$ cat src/rtl/puf_arbiter.sv
// -----------------------------------------------------------------------------
// puf_arbiter
//
// Shares one PUF core between two requesters (0: PC calibration path,
// 1: on-chip test generator). A request is granted round-robin and its
// challenge is latched. The challenge is held for SETTLE_CYCLES, then the
// trigger is pulsed for TRIG_CYCLES. The core's done flag is then awaited,
// and the captured response is presented with a one-cycle rsp_valid pulse.
//
// Optional feature macro: PUF_ARB_TIMEOUT_EN
//   defined   -> WAIT watchdog; after TIMEOUT_CYCLES WAIT cycles without
//                puf_done the transaction ends with rsp_timeout=1 and a
//                zeroed response.
//   undefined -> WAIT lasts until puf_done; rsp_timeout is tied low.
//
// Ports
//   clk, rst          clock, synchronous active-high reset
//   req0/req1         level requests
//   chal0/chal1       challenge of each requester
//   gnt               one-hot owner of the current transaction, 00 when idle
//   busy              high whenever the FSM is not idle
//   puf_challenge     registered challenge to the PUF core
//   puf_trigger       registered trigger to the PUF core
//   puf_done          level done from the PUF core
//   puf_raw/puf_xor   raw and XOR responses from the PUF core
//   rsp_valid         one-cycle pulse, response fields valid
//   rsp_id            requester index of the response
//   rsp_raw/rsp_xor   captured response, held until the next capture
//   rsp_timeout       response was ended by the watchdog
// -----------------------------------------------------------------------------
module puf_arbiter #(
    parameter int CHALLENGE_WIDTH = 32,
    parameter int RESPONSE_WIDTH  = 6,
    parameter int SETTLE_CYCLES   = 2,
    parameter int TRIG_CYCLES     = 4,
    parameter int TIMEOUT_CYCLES  = 1023
) (
    input  logic                       clk,
    input  logic                       rst,
    input  logic                       req0,
    input  logic                       req1,
    input  logic [CHALLENGE_WIDTH-1:0] chal0,
    input  logic [CHALLENGE_WIDTH-1:0] chal1,
    output logic [1:0]                 gnt,
    output logic                       busy,
    output logic [CHALLENGE_WIDTH-1:0] puf_challenge,
    output logic                       puf_trigger,
    input  logic                       puf_done,
    input  logic [RESPONSE_WIDTH-1:0]  puf_raw,
    input  logic                       puf_xor,
    output logic                       rsp_valid,
    output logic                       rsp_id,
    output logic [RESPONSE_WIDTH-1:0]  rsp_raw,
    output logic                       rsp_xor,
    output logic                       rsp_timeout
);

    generate
        if ((SETTLE_CYCLES < 1) || (TRIG_CYCLES < 1) || (TIMEOUT_CYCLES < 1)) begin : g_param_check
            $error("puf_arbiter: SETTLE_CYCLES, TRIG_CYCLES and TIMEOUT_CYCLES must be >= 1");
        end
    endgenerate

    typedef enum logic [2:0] {
        ST_IDLE,
        ST_LOAD,
        ST_FIRE,
        ST_WAIT,
        ST_RESP
    } state_t;

    // One phase counter serves both LOAD and FIRE.
    localparam int CNT_MAX = (SETTLE_CYCLES > TRIG_CYCLES) ? SETTLE_CYCLES : TRIG_CYCLES;
    localparam int CNT_W   = $clog2(CNT_MAX + 1);
    localparam logic [CNT_W-1:0] SETTLE_LAST = CNT_W'(SETTLE_CYCLES - 1);
    localparam logic [CNT_W-1:0] TRIG_LAST   = CNT_W'(TRIG_CYCLES - 1);

    state_t                     state_reg, state_next;
    logic [CNT_W-1:0]           cnt_reg, cnt_next;
    logic                       last_reg;       // index granted most recently
    logic [1:0]                 gnt_reg;
    logic [CHALLENGE_WIDTH-1:0] chal_reg;
    logic                       trig_reg;
    logic                       valid_reg;
    logic                       rsp_id_reg;
    logic [RESPONSE_WIDTH-1:0]  rsp_raw_reg;
    logic                       rsp_xor_reg;

    logic                       grant;
    logic                       win;
    logic                       capture;

`ifdef PUF_ARB_TIMEOUT_EN
    localparam int WD_W = $clog2(TIMEOUT_CYCLES + 1);
    localparam logic [WD_W-1:0] WD_LAST = WD_W'(TIMEOUT_CYCLES - 1);

    logic [WD_W-1:0] wd_reg;
    logic            timeout_hit;
    logic            rsp_timeout_reg;
`endif

    // Round-robin winner: a tie goes to the index not granted last.
    always_comb begin
        win = 1'b0;
        if (req0 && req1) begin
            win = ~last_reg;
        end else if (req1) begin
            win = 1'b1;
        end
    end

    // Next-state logic
    always_comb begin
        state_next = state_reg;
        cnt_next   = cnt_reg;
        grant      = 1'b0;
        capture    = 1'b0;
`ifdef PUF_ARB_TIMEOUT_EN
        timeout_hit = 1'b0;
`endif
        case (state_reg)
            ST_IDLE: begin
                if (req0 || req1) begin
                    grant      = 1'b1;
                    state_next = ST_LOAD;
                    cnt_next   = '0;
                end
            end
            ST_LOAD: begin
                if (cnt_reg == SETTLE_LAST) begin
                    state_next = ST_FIRE;
                    cnt_next   = '0;
                end else begin
                    cnt_next = cnt_reg + 1'b1;
                end
            end
            ST_FIRE: begin
                if (cnt_reg == TRIG_LAST) begin
                    state_next = ST_WAIT;
                    cnt_next   = '0;
                end else begin
                    cnt_next = cnt_reg + 1'b1;
                end
            end
            ST_WAIT: begin
                // A done in the final watchdog cycle still wins.
                if (puf_done) begin
                    capture    = 1'b1;
                    state_next = ST_RESP;
                end
`ifdef PUF_ARB_TIMEOUT_EN
                else if (wd_reg == WD_LAST) begin
                    timeout_hit = 1'b1;
                    state_next  = ST_RESP;
                end
`endif
            end
            ST_RESP: begin
                state_next = ST_IDLE;
            end
            default: begin
                state_next = ST_IDLE;
                cnt_next   = '0;
            end
        endcase
    end

    // State and transaction registers
    always_ff @(posedge clk) begin
        if (rst) begin
            state_reg <= ST_IDLE;
            cnt_reg   <= '0;
            last_reg  <= 1'b1;
            gnt_reg   <= 2'b00;
            chal_reg  <= '0;
            trig_reg  <= 1'b0;
            valid_reg <= 1'b0;
        end else begin
            state_reg <= state_next;
            cnt_reg   <= cnt_next;
            // Outputs decoded from the next state so they line up with it.
            trig_reg  <= (state_next == ST_FIRE);
            valid_reg <= (state_next == ST_RESP);
            if (grant) begin
                gnt_reg  <= win ? 2'b10 : 2'b01;
                last_reg <= win;
                chal_reg <= win ? chal1 : chal0;
            end else if (state_reg == ST_RESP) begin
                gnt_reg <= 2'b00;
            end
        end
    end

    // Response capture; fields hold until the next capture.
    always_ff @(posedge clk) begin
        if (rst) begin
            rsp_id_reg  <= 1'b0;
            rsp_raw_reg <= '0;
            rsp_xor_reg <= 1'b0;
`ifdef PUF_ARB_TIMEOUT_EN
            rsp_timeout_reg <= 1'b0;
`endif
        end else if (capture) begin
            rsp_id_reg  <= gnt_reg[1];
            rsp_raw_reg <= puf_raw;
            rsp_xor_reg <= puf_xor;
`ifdef PUF_ARB_TIMEOUT_EN
            rsp_timeout_reg <= 1'b0;
        end else if (timeout_hit) begin
            rsp_id_reg      <= gnt_reg[1];
            rsp_raw_reg     <= '0;
            rsp_xor_reg     <= 1'b0;
            rsp_timeout_reg <= 1'b1;
`endif
        end
    end

`ifdef PUF_ARB_TIMEOUT_EN
    // Watchdog counts consecutive WAIT cycles; cleared outside WAIT.
    always_ff @(posedge clk) begin
        if (rst) begin
            wd_reg <= '0;
        end else if ((state_reg == ST_WAIT) && (state_next == ST_WAIT)) begin
            wd_reg <= wd_reg + 1'b1;
        end else begin
            wd_reg <= '0;
        end
    end

    assign rsp_timeout = rsp_timeout_reg;
`else
    assign rsp_timeout = 1'b0;
`endif

    assign gnt           = gnt_reg;
    assign busy          = (state_reg != ST_IDLE);
    assign puf_challenge = chal_reg;
    assign puf_trigger   = trig_reg;
    assign rsp_valid     = valid_reg;
    assign rsp_id        = rsp_id_reg;
    assign rsp_raw       = rsp_raw_reg;
    assign rsp_xor       = rsp_xor_reg;

endmodule

$ cat config.mk
export PLATFORM = sky130hd
export DESIGN_NAME = puf_arbiter
export DESIGN_NICKNAME = d
export VERILOG_FILES = /design/src/rtl/puf_arbiter.sv
export SDC_FILE = /design/constraint.sdc
export NUM_CORES = 1
export LEC_CHECK = 0
export CORE_UTILIZATION = 38
export DETAILED_ROUTE_END_ITERATION = 12
export PLACE_DENSITY = 0.84
export SYNTH_ARGS = -nofsm -noshare
export SYNTH_HDL_FRONTEND = slang
export SYNTH_SLANG_ARGS = --single-unit
export TNS_END_PERCENT = 100
$ cat constraint.sdc
create_clock -name clk -period 2.1 [get_ports clk]
set_input_delay 0.63 -clock clk [delete_from_list [all_inputs] [get_ports clk]]
set_output_delay 0.63 -clock clk [all_outputs]
set_load 0.02 [all_outputs]
Word level (Yosys, flattened, before mapping)
Index checks and enable logic that the tools add are counted.

storage, ports and cells
  output and inout bits = 46
  register bits after elaboration = 51
  bits of input ports = 76

cells by class
  multiplexer cells = 19
  equality and inequality tests = 9
  bitwise operators = 2
  reductions and logical operators = 7
  add/subtract/negate cells = 1

operators with widths
  kind                                                  count
  2-to-1 mux 32 bit                                     1
  case mux 3 bit (4 select lines)                       2
  2-to-1 mux 3 bit                                      7
  equality test 3 x 2 -> 1 bit (second input constant)  4
  equality test 3 x 1 -> 1 bit (second input constant)  2
  equality test 3 bit (second input constant)           2
  2-to-1 mux 1 bit                                      6
  2-to-1 mux 2 bit                                      3
  adder 3 x 1 -> 3 bit (second input constant)          1
  zero test 3 bit                                       1
  nonzero test 3 bit                                    1
  inequality test 2 bit (second input constant)         1
  NOT 1 bit                                             2
  AND reduction 2 bit                                   1
  nonzero test 2 bit                                    1
  OR reduction 2 bit                                    1
  logical AND 1 bit                                     1
  logical OR 1 bit                                      1

Logic depth before layout (Yosys ltp)
  depth after elaboration = 4
  depth in mapped cells = 6

Worst setup path after synthesis
OpenSTA, ideal clock, no wires.

  kind = reg2reg
  start = register cnt_reg[0]
  end = register cnt_reg[0]
  data arrival time = 1.567 ns
  stages on the path, launching flop included = 7
  path slack = 0.459 ns
  clock period less this slack = 1.641 ns
  library setup time = 0.074 ns
  cell sequence = dfxtp_1 ha_1 ha_1 nand2b_1 or2_2 a211o_2 a31oi_1

between the ends
  longest elaborated chain between the ends = 3

ends and longest elaborated chain
  item                                                RTL line  text
  from (decl)                                         79        logic [CNT_W-1:0] cnt_reg, cnt_next;
  from (signal assigned)                              180       cnt_reg <= cnt_next;
  adder 3 x 1 -> 3 bit, or another cell as far along  134, 142
  2-to-1 mux 3 bit, on equally long branches          138, 130
  case mux 3 bit (4 select lines) *                   121       case (state_reg)

Every way passes the cells marked *; elsewhere a longest branch is shown, timed or not.
A chain may end at the register's enable or synchronous reset.

Worst setup path after layout
  start = register gnt_reg[1], in the netlist gnt[1]
  end = output gnt[1]

RTL lines
  item                    RTL line  text
  from (decl)             81        logic [1:0] gnt_reg;
  from (signal assigned)  185       gnt_reg <= win ? 2'b10 : 2'b01;
  to (decl)               44        output logic [1:0] gnt,

No word-level cell between the ends.

==> summary.md <==
| Metric | Value |
|---|---|
| Hold Crit Depth | 2 |
| HP Class | flop to flop |
| First-pass GRT wire length | 9901 um |
| Num CTS Buffers | 5 |
| GPL Wtd Cong | 0.7900 |
| Final hold viol count | 0 |
| Post-Syn Area | 2160 um2 |
| Syn. warnings | 0 |
| Dpl hpwl | 4562 um |
| Library cells used by synthesis | 37 |
| H-tree levels | 2 |
| Post-layout min period | 1.967 ns |
| Seq/Total Area, Yosys | 0.4728 |
| Layout Nets | 415 |
| Hold endpoint | rsp_raw[1]$_SDFFE_PP0P_ |
| DR iter-0 viols | 97 |
| Post-synth ARST share | 0 |
| Reg2reg start | cnt_reg[0]$_SDFFE_PP0P_ |
| Longest Clk Path Bufs | 2 |
| Worst Setup Start Kind | flop |
| Die Ht | about 77 um |
| Routed Antenna Nets | 0 |
| Die Wd | 77.39 um |
| CTS tree | done |
| Fin cells | 407 |
| Cell count of the worst reg-to-reg path | 6 |
| Cts hold-fix bufs | 0 |
| Root Buffer | clkbuf_8 |
| Clock tree sinks | approximately 50 |
| Post-CTS setup buffers | 0 |
| RR Endpoint | cnt_reg[0]$_SDFFE_PP0P_ |
| Syn nets | 295 |
| Routed len/inst | 15.11 um |
| CP delay by family, top | buffers and inverters |
| Area Overhead vs Synth | 62.69% |
| Reported leakage power | ~1.3 nW |
| Power density of the placed cells | around 670 nW/um2 |
| I/O Buffers | 120 |
| Hold wc startpoint | rsp_raw[1]$_SDFFE_PP0P_ |
| # Max-Cap Violations | 0 |
| R2R Setup Slk | 0.35 ns |
| Outcome | finished, final reports clean |
| Cells after DPL | 400 |
| Critical-path cell list | clkdlybuf4s50_1 |
| VDD IR-drop max | 0.3489 mV |
| CP Data Required Time | 1.47 ns |
| Final setup TNS | 0 ns |
| Top fanout value on the critical path | 3 |
| EDFF count, synth | 0 |
| Slowest cell delay on critical path | approximately 0.63 ns |
| Top_reg_cell synth | dfxtp_1 |
| Fmax | 508.3 MHz |
| Initial Utilization | 0.3922 |
| First-pass DRT Iterations | 4 |
| Via density | 5.120 |
| Residual DRC count | 0 |
| Buf/Inv on CP | 1 |
| Max FFs per register | 32 |
| Setup-failing EPs final | 0 |
| Share of layout cells above drive strength 1 | 0.08657 |
| Final period util | 0.9368 |
| Synthesized area per cell | 10.04 um2 |
| Via Count | 2,084 |
| CP max stage cell | clkdlybuf4s50_1 |
| Post-cts resize count | 2 |
| Antenna violations before repair | 0 |
| Diodes inserted | 0 |
| Io pins | 122 |
| Grt total ovfl | 0 |
| Area of the core | ~5500 um2 |
| Setup Crit Path Kind | flop to output pin |
| Die footprint | 5988 um2 |
| Arrival time worst endpoint | 1.34 ns |
| RSZ-0062 raised after global routing | false |
| Vias in the first global route | 1,990 |
| Crit end category | output pin |
| GRT Overall Usage | 0.2113 |
| Final Skew | 0.009569 ns |
| Largest net degree at the start of global routing | 33 |
| Post-synthesis instance total | 215 |
| Hold_ws | 0.4557 ns |
| Slew Viols, Final | 0 |
| Reg clk slew, reported paths | 0.09 ns |
| Clk Latency, worst-skew pair | 0.30 ns |
| Wirelength, routed | 6150 um |
| Row cnt | 27 |
| Yosys reg bits | 51 |
-- final cells by class --
cell class | instances | area (um2)
clock inverters | 2 | 13.76
well taps | 72 | 90.09
fillers | 439 | 1993
multi-input cells | 144 | 998.5
inverters | 4 | 15.01
repair buffers | 129 | 1305
flip-flops and latches | 51 | 1022
clock buffers | 5 | 68.82
-- worst max path at each step --
stage	startpoint	endpoint	cells after the start
6_report	gnt[1]$_SDFFE_PP0P_	gnt[1]	1
5_1_grt	gnt[1]$_SDFFE_PP0P_	gnt[1]	1
4_1_cts	gnt[1]$_SDFFE_PP0P_	gnt[1]	1
3_5_place_dp	req1	puf_challenge[5]$_SDFFE_PP0P_	6
3_3_place_gp	req1	puf_challenge[3]$_SDFFE_PP0P_	6
2_1_floorplan	cnt_reg[0]$_SDFFE_PP0P_	cnt_reg[0]$_SDFFE_PP0P_	6
-- report_power, final --
part / internal (mW) / switching [mW]
clock network: 0.229 / 0.317
logic: 0.390 / 0.298
registers: 1.06 / 0.0560
-- cells by family (layout without fill, tap and decap cells) --
| family | Yosys count | in the layout | share of synthesized area |
|---|---|---|---|
| AND/OR/NAND/NOR | 82 | 82 | 0.2121 |
| flip-flops | 51 | 51 | 0.4728 |
| other | 1 | 1 | 0.001736 |
| adder cells (fa/ha/maj) | 4 | 4 | 0.02318 |
| buffers and inverters | 20 | 140 | 0.06488 |
| AO/OA/AOI/OAI | 57 | 57 | 0.2254 |
-- synthesized netlist by cell type, types with 4 or more instances --
cell type,n,area (um2)
dfxtp_1,51,1021
a221o_1,32,320.3
and2_0,30,187.7
nand2_1,22,82.58
a21oi_1,12,60.06
buf_4,7,52.55
nor2_1,7,26.28
buf_6,5,56.30
ha_1,4,50.05
inv_1,4,15.01
-- cell usage in the layout, fill, tap and decap left out, drive strengths merged --
cell type / netlist / final
nor3: 2 / 2
o211a: 1 / 1
or2: 3 / 3
ha: 4 / 4
a211o: 1 / 1
and2b: 1 / 1
clkbuf: 2 / 5
a31oi: 3 / 3
nand3b: 1 / 1
a22oi: 1 / 1
nor4: 1 / 1
o21ai: 1 / 1
nand3: 5 / 5
nand2: 22 / 22
inv: 4 / 4
a221o: 32 / 32
a21oi: 13 / 13
and2: 33 / 33
clkinv: 0 / 2
nor2: 9 / 9
o21bai: 1 / 1
buf: 14 / 9
clkdlybuf4s50: 0 / 119
o22ai: 1 / 1
nand2b: 3 / 3
o21a: 1 / 1
and3: 2 / 2
a22o: 2 / 2
conb: 1 / 1
dfxtp: 51 / 51
dlygate4sd2: 0 / 1
-- metal layers --
layer | routed length [um] | GRT usage
met4 | 162 | 0.09057
met2 | 2810 | 0.3327
met1 | 2702 | 0.2696
met3 | 473 | 0.05882
met5 | 0 | 0
-- through the flow --
stage	power [mW]	cell area [um2]	setup WS, ns	util
after floorplan	1.460	2160	0.4588	-
final	2.349	3513	0.1328	0.6380
after global routing	2.477	3513	0.08092	0.6380
after global placement	1.809	3431	0.005455	0.6230
after CTS	2.378	3513	0.1265	0.6380
after detailed placement	1.826	3431	-0.04639	0.6230
(Power assumes the default switching activity.)
==> variant, RTL diff (same settings) <==
The parameter `RESPONSE_WIDTH` goes from 6 to 3.
--- a/src/rtl/puf_arbiter.sv
+++ b/src/rtl/puf_arbiter.sv
@@ -32,3 +32,3 @@
     parameter int CHALLENGE_WIDTH = 32,
-    parameter int RESPONSE_WIDTH  = 6,
+    parameter int RESPONSE_WIDTH  = 3,
     parameter int SETTLE_CYCLES   = 2,
Interface: changed (resized puf_raw and rsp_raw); port bits go from 122 to 116. The function was not compared with the original's and may differ.
==> variant against the unedited design <==
- sequential cell count decreased by 3
- wire length shrank 6.6%
- total power up 4.9%
- sequential share of layout area shrank 1.0 points
- final area fell by 2.2%
- clock skew fell by 0.0025 ns
- die area is 4.3% lower
- synthesized area is 4.5% lower
- worst setup slack better by 0.011 ns
- clock power up 33%
- critical path depth unchanged
==> variant: results (changes against the unedited design) <==
synth:
  yosysMostFrequentCell: "dfxtp_1"
  yosysSeqAreaShare_pct: 46.6  # -0.70 points
  synth_edf_count: 0  # unchanged
  synth_cell_types: 38  # +2.7%
  async_reset_ff_share_pct: 0  # unchanged
  yosys_warnings: 0  # unchanged
  syn_nets: 273  # -7.5%
  synth_commonest_cells: "48 x dfxtp_1, 32 x a221o_1, 30 x and2_0"
  synth_area_leaders: "dfxtp_1 47%, a221o_1 16%, and2_0 9.1%"
clock_network:
  root_buffer: "clkbuf_8"
  clkTransAtPathRegs_ns: 0.09  # about the same
  htreeDepth: 2  # unchanged
  cts_buffers: 5  # unchanged
  insertion_delay_ns: 0.29
  postCtsSetupBuffers: 0  # unchanged
outcome:
  status: "finished, final reports clean"
power:
  p_leak_uw: 0.00136  # +2.9%
  peakVddDrop_mv: 0.303  # -13%
timing:
  finClkSkew_ns: 0.00712  # -0.00245 ns
  slew_violations: 0  # unchanged
layout:
  drive_gt1_share_pct: 10.4  # +1.8 points
  layout.nets: 392  # -5.5%
  num-fill-cells: 411  # -6.4%
global_route:
  antenna_found_initial: 0  # unchanged
  grt_pass1_wl_um: 8020  # -19%
  grtUsageTotal_pct: 18.7  # -2.5 points
  grt_pass1_vias: 1755  # -12%
  gr-usage-met1_pct: 22.6  # -4.4 points
  grt_use_met3_pct: 6.61  # +0.73 points
  grt_use_met2_pct: 31.3  # -1.9 points
  grt_max_degree: 28  # -15%
critical_path:
  worstPathArrival_ns: 1.33
  crit_slowest_cell: "clkdlybuf4s50_1"
  max_stage_delay_ns: 0.65  # +0.02 ns
  crit_family: "buffers and inverters"
place:
  gp_congestion: 0.760  # -3.7%
  place_hpwl_um: 4260  # -6.7%
  port-buffer-count: 114  # -5.0%
  post-place-ws_ns: -0.0483  # -0.00191 ns
route:
  wl_per_cell_um: 14.9  # -1.5%
  avgViaCountPerCell: 5.08  # -0.88%
  initialDrtViolationCount: 67  # -31%
==> variant: cell count changes in the layout (fill, tap and decap cells not counted), sizes merged, moves of 4 or more <==
cell / change
mux2i: +5
clkdlybuf4s50: -6
a21oi: -8
nor2: +4
nand2: -18
buf: +4
==> variant: per-layer routing <==
metal,wire [um],up-vias
li1,-,953
met1,2430,918
met2,2720,77
met3,499,11
met4,100,0
met5,0,-
==> variant: repair_timing <==
item / 4_1_cts / 5_1_grt
gates resized for setup: 1 / 2
endpoints found under the hold margin: 0 / 0
setup endpoints to repair: 1 / 1
==> variant: layout make-up <==
cell class | instances | share of cell area (%)
Multi-Input combinational cell | 129 | 28.1
Clock buffer | 7 | 2.80
Sequential cell | 48 | 28.1
Clock inverter | 1 | 0.874
Timing Repair Buffer | 127 | 37.2
Tap cell | 70 | 2.55
Inverter | 4 | 0.437
==> variant: through the flow <==
| step | cells | instance area [sq um] | TNS [ns] | hold slack [ns] |
|---|---|---|---|---|
| CTS | 386 | 3430 | 0 | 0.482 |
| floorplan | 196 | 2060 | 0 | 0.482 |
| detailed placement | 378 | 3300 | -0.541 | 0.465 |
| global route | 386 | 3440 | 0 | 0.503 |
| finish | 386 | 3440 | 0 | 0.480 |
| global placement | 378 | 3300 | 0 | 0.463 |
==> variant: cells by family after synthesis <==
family                   Yosys count  synth area share (%)
adder cells (fa/ha/maj)            4                  2.43
flip-flops                        48                  46.6
multiplexers                       5                  2.43
AO/OA/AOI/OAI                     51                  22.1
buffers and inverters             19                  6.67
other                              1                 0.182
AND/OR/NAND/NOR                   68                  19.6
==> variant: power by group <==
group	internal, uW	switching, uW
registers	1000	54.2
clock network	420	305
logic	391	293
==> variant: worst paths after layout <==
check	start	endpoint	slack (ns)	depth (start not counted)
max	gnt[1]$_SDFFE_PP0P_	gnt[1]	0.14	1
min	gnt[0]$_SDFFE_PP0P_	gnt[0]$_SDFFE_PP0P_	0.48	2
max reg2reg	cnt_reg[0]$_SDFFE_PP0P_	cnt_reg[0]$_SDFFE_PP0P_	0.45	6
min reg2reg	gnt[0]$_SDFFE_PP0P_	gnt[0]$_SDFFE_PP0P_	0.48	2
==> variant: worst min-delay path, delay by kind of cell (launching register included) <==
family	cells	cell delay, ns
AOI/OAI and AO/OA	1	0.05
and+or+nand+nor	1	0.06
DFF	1	0.33
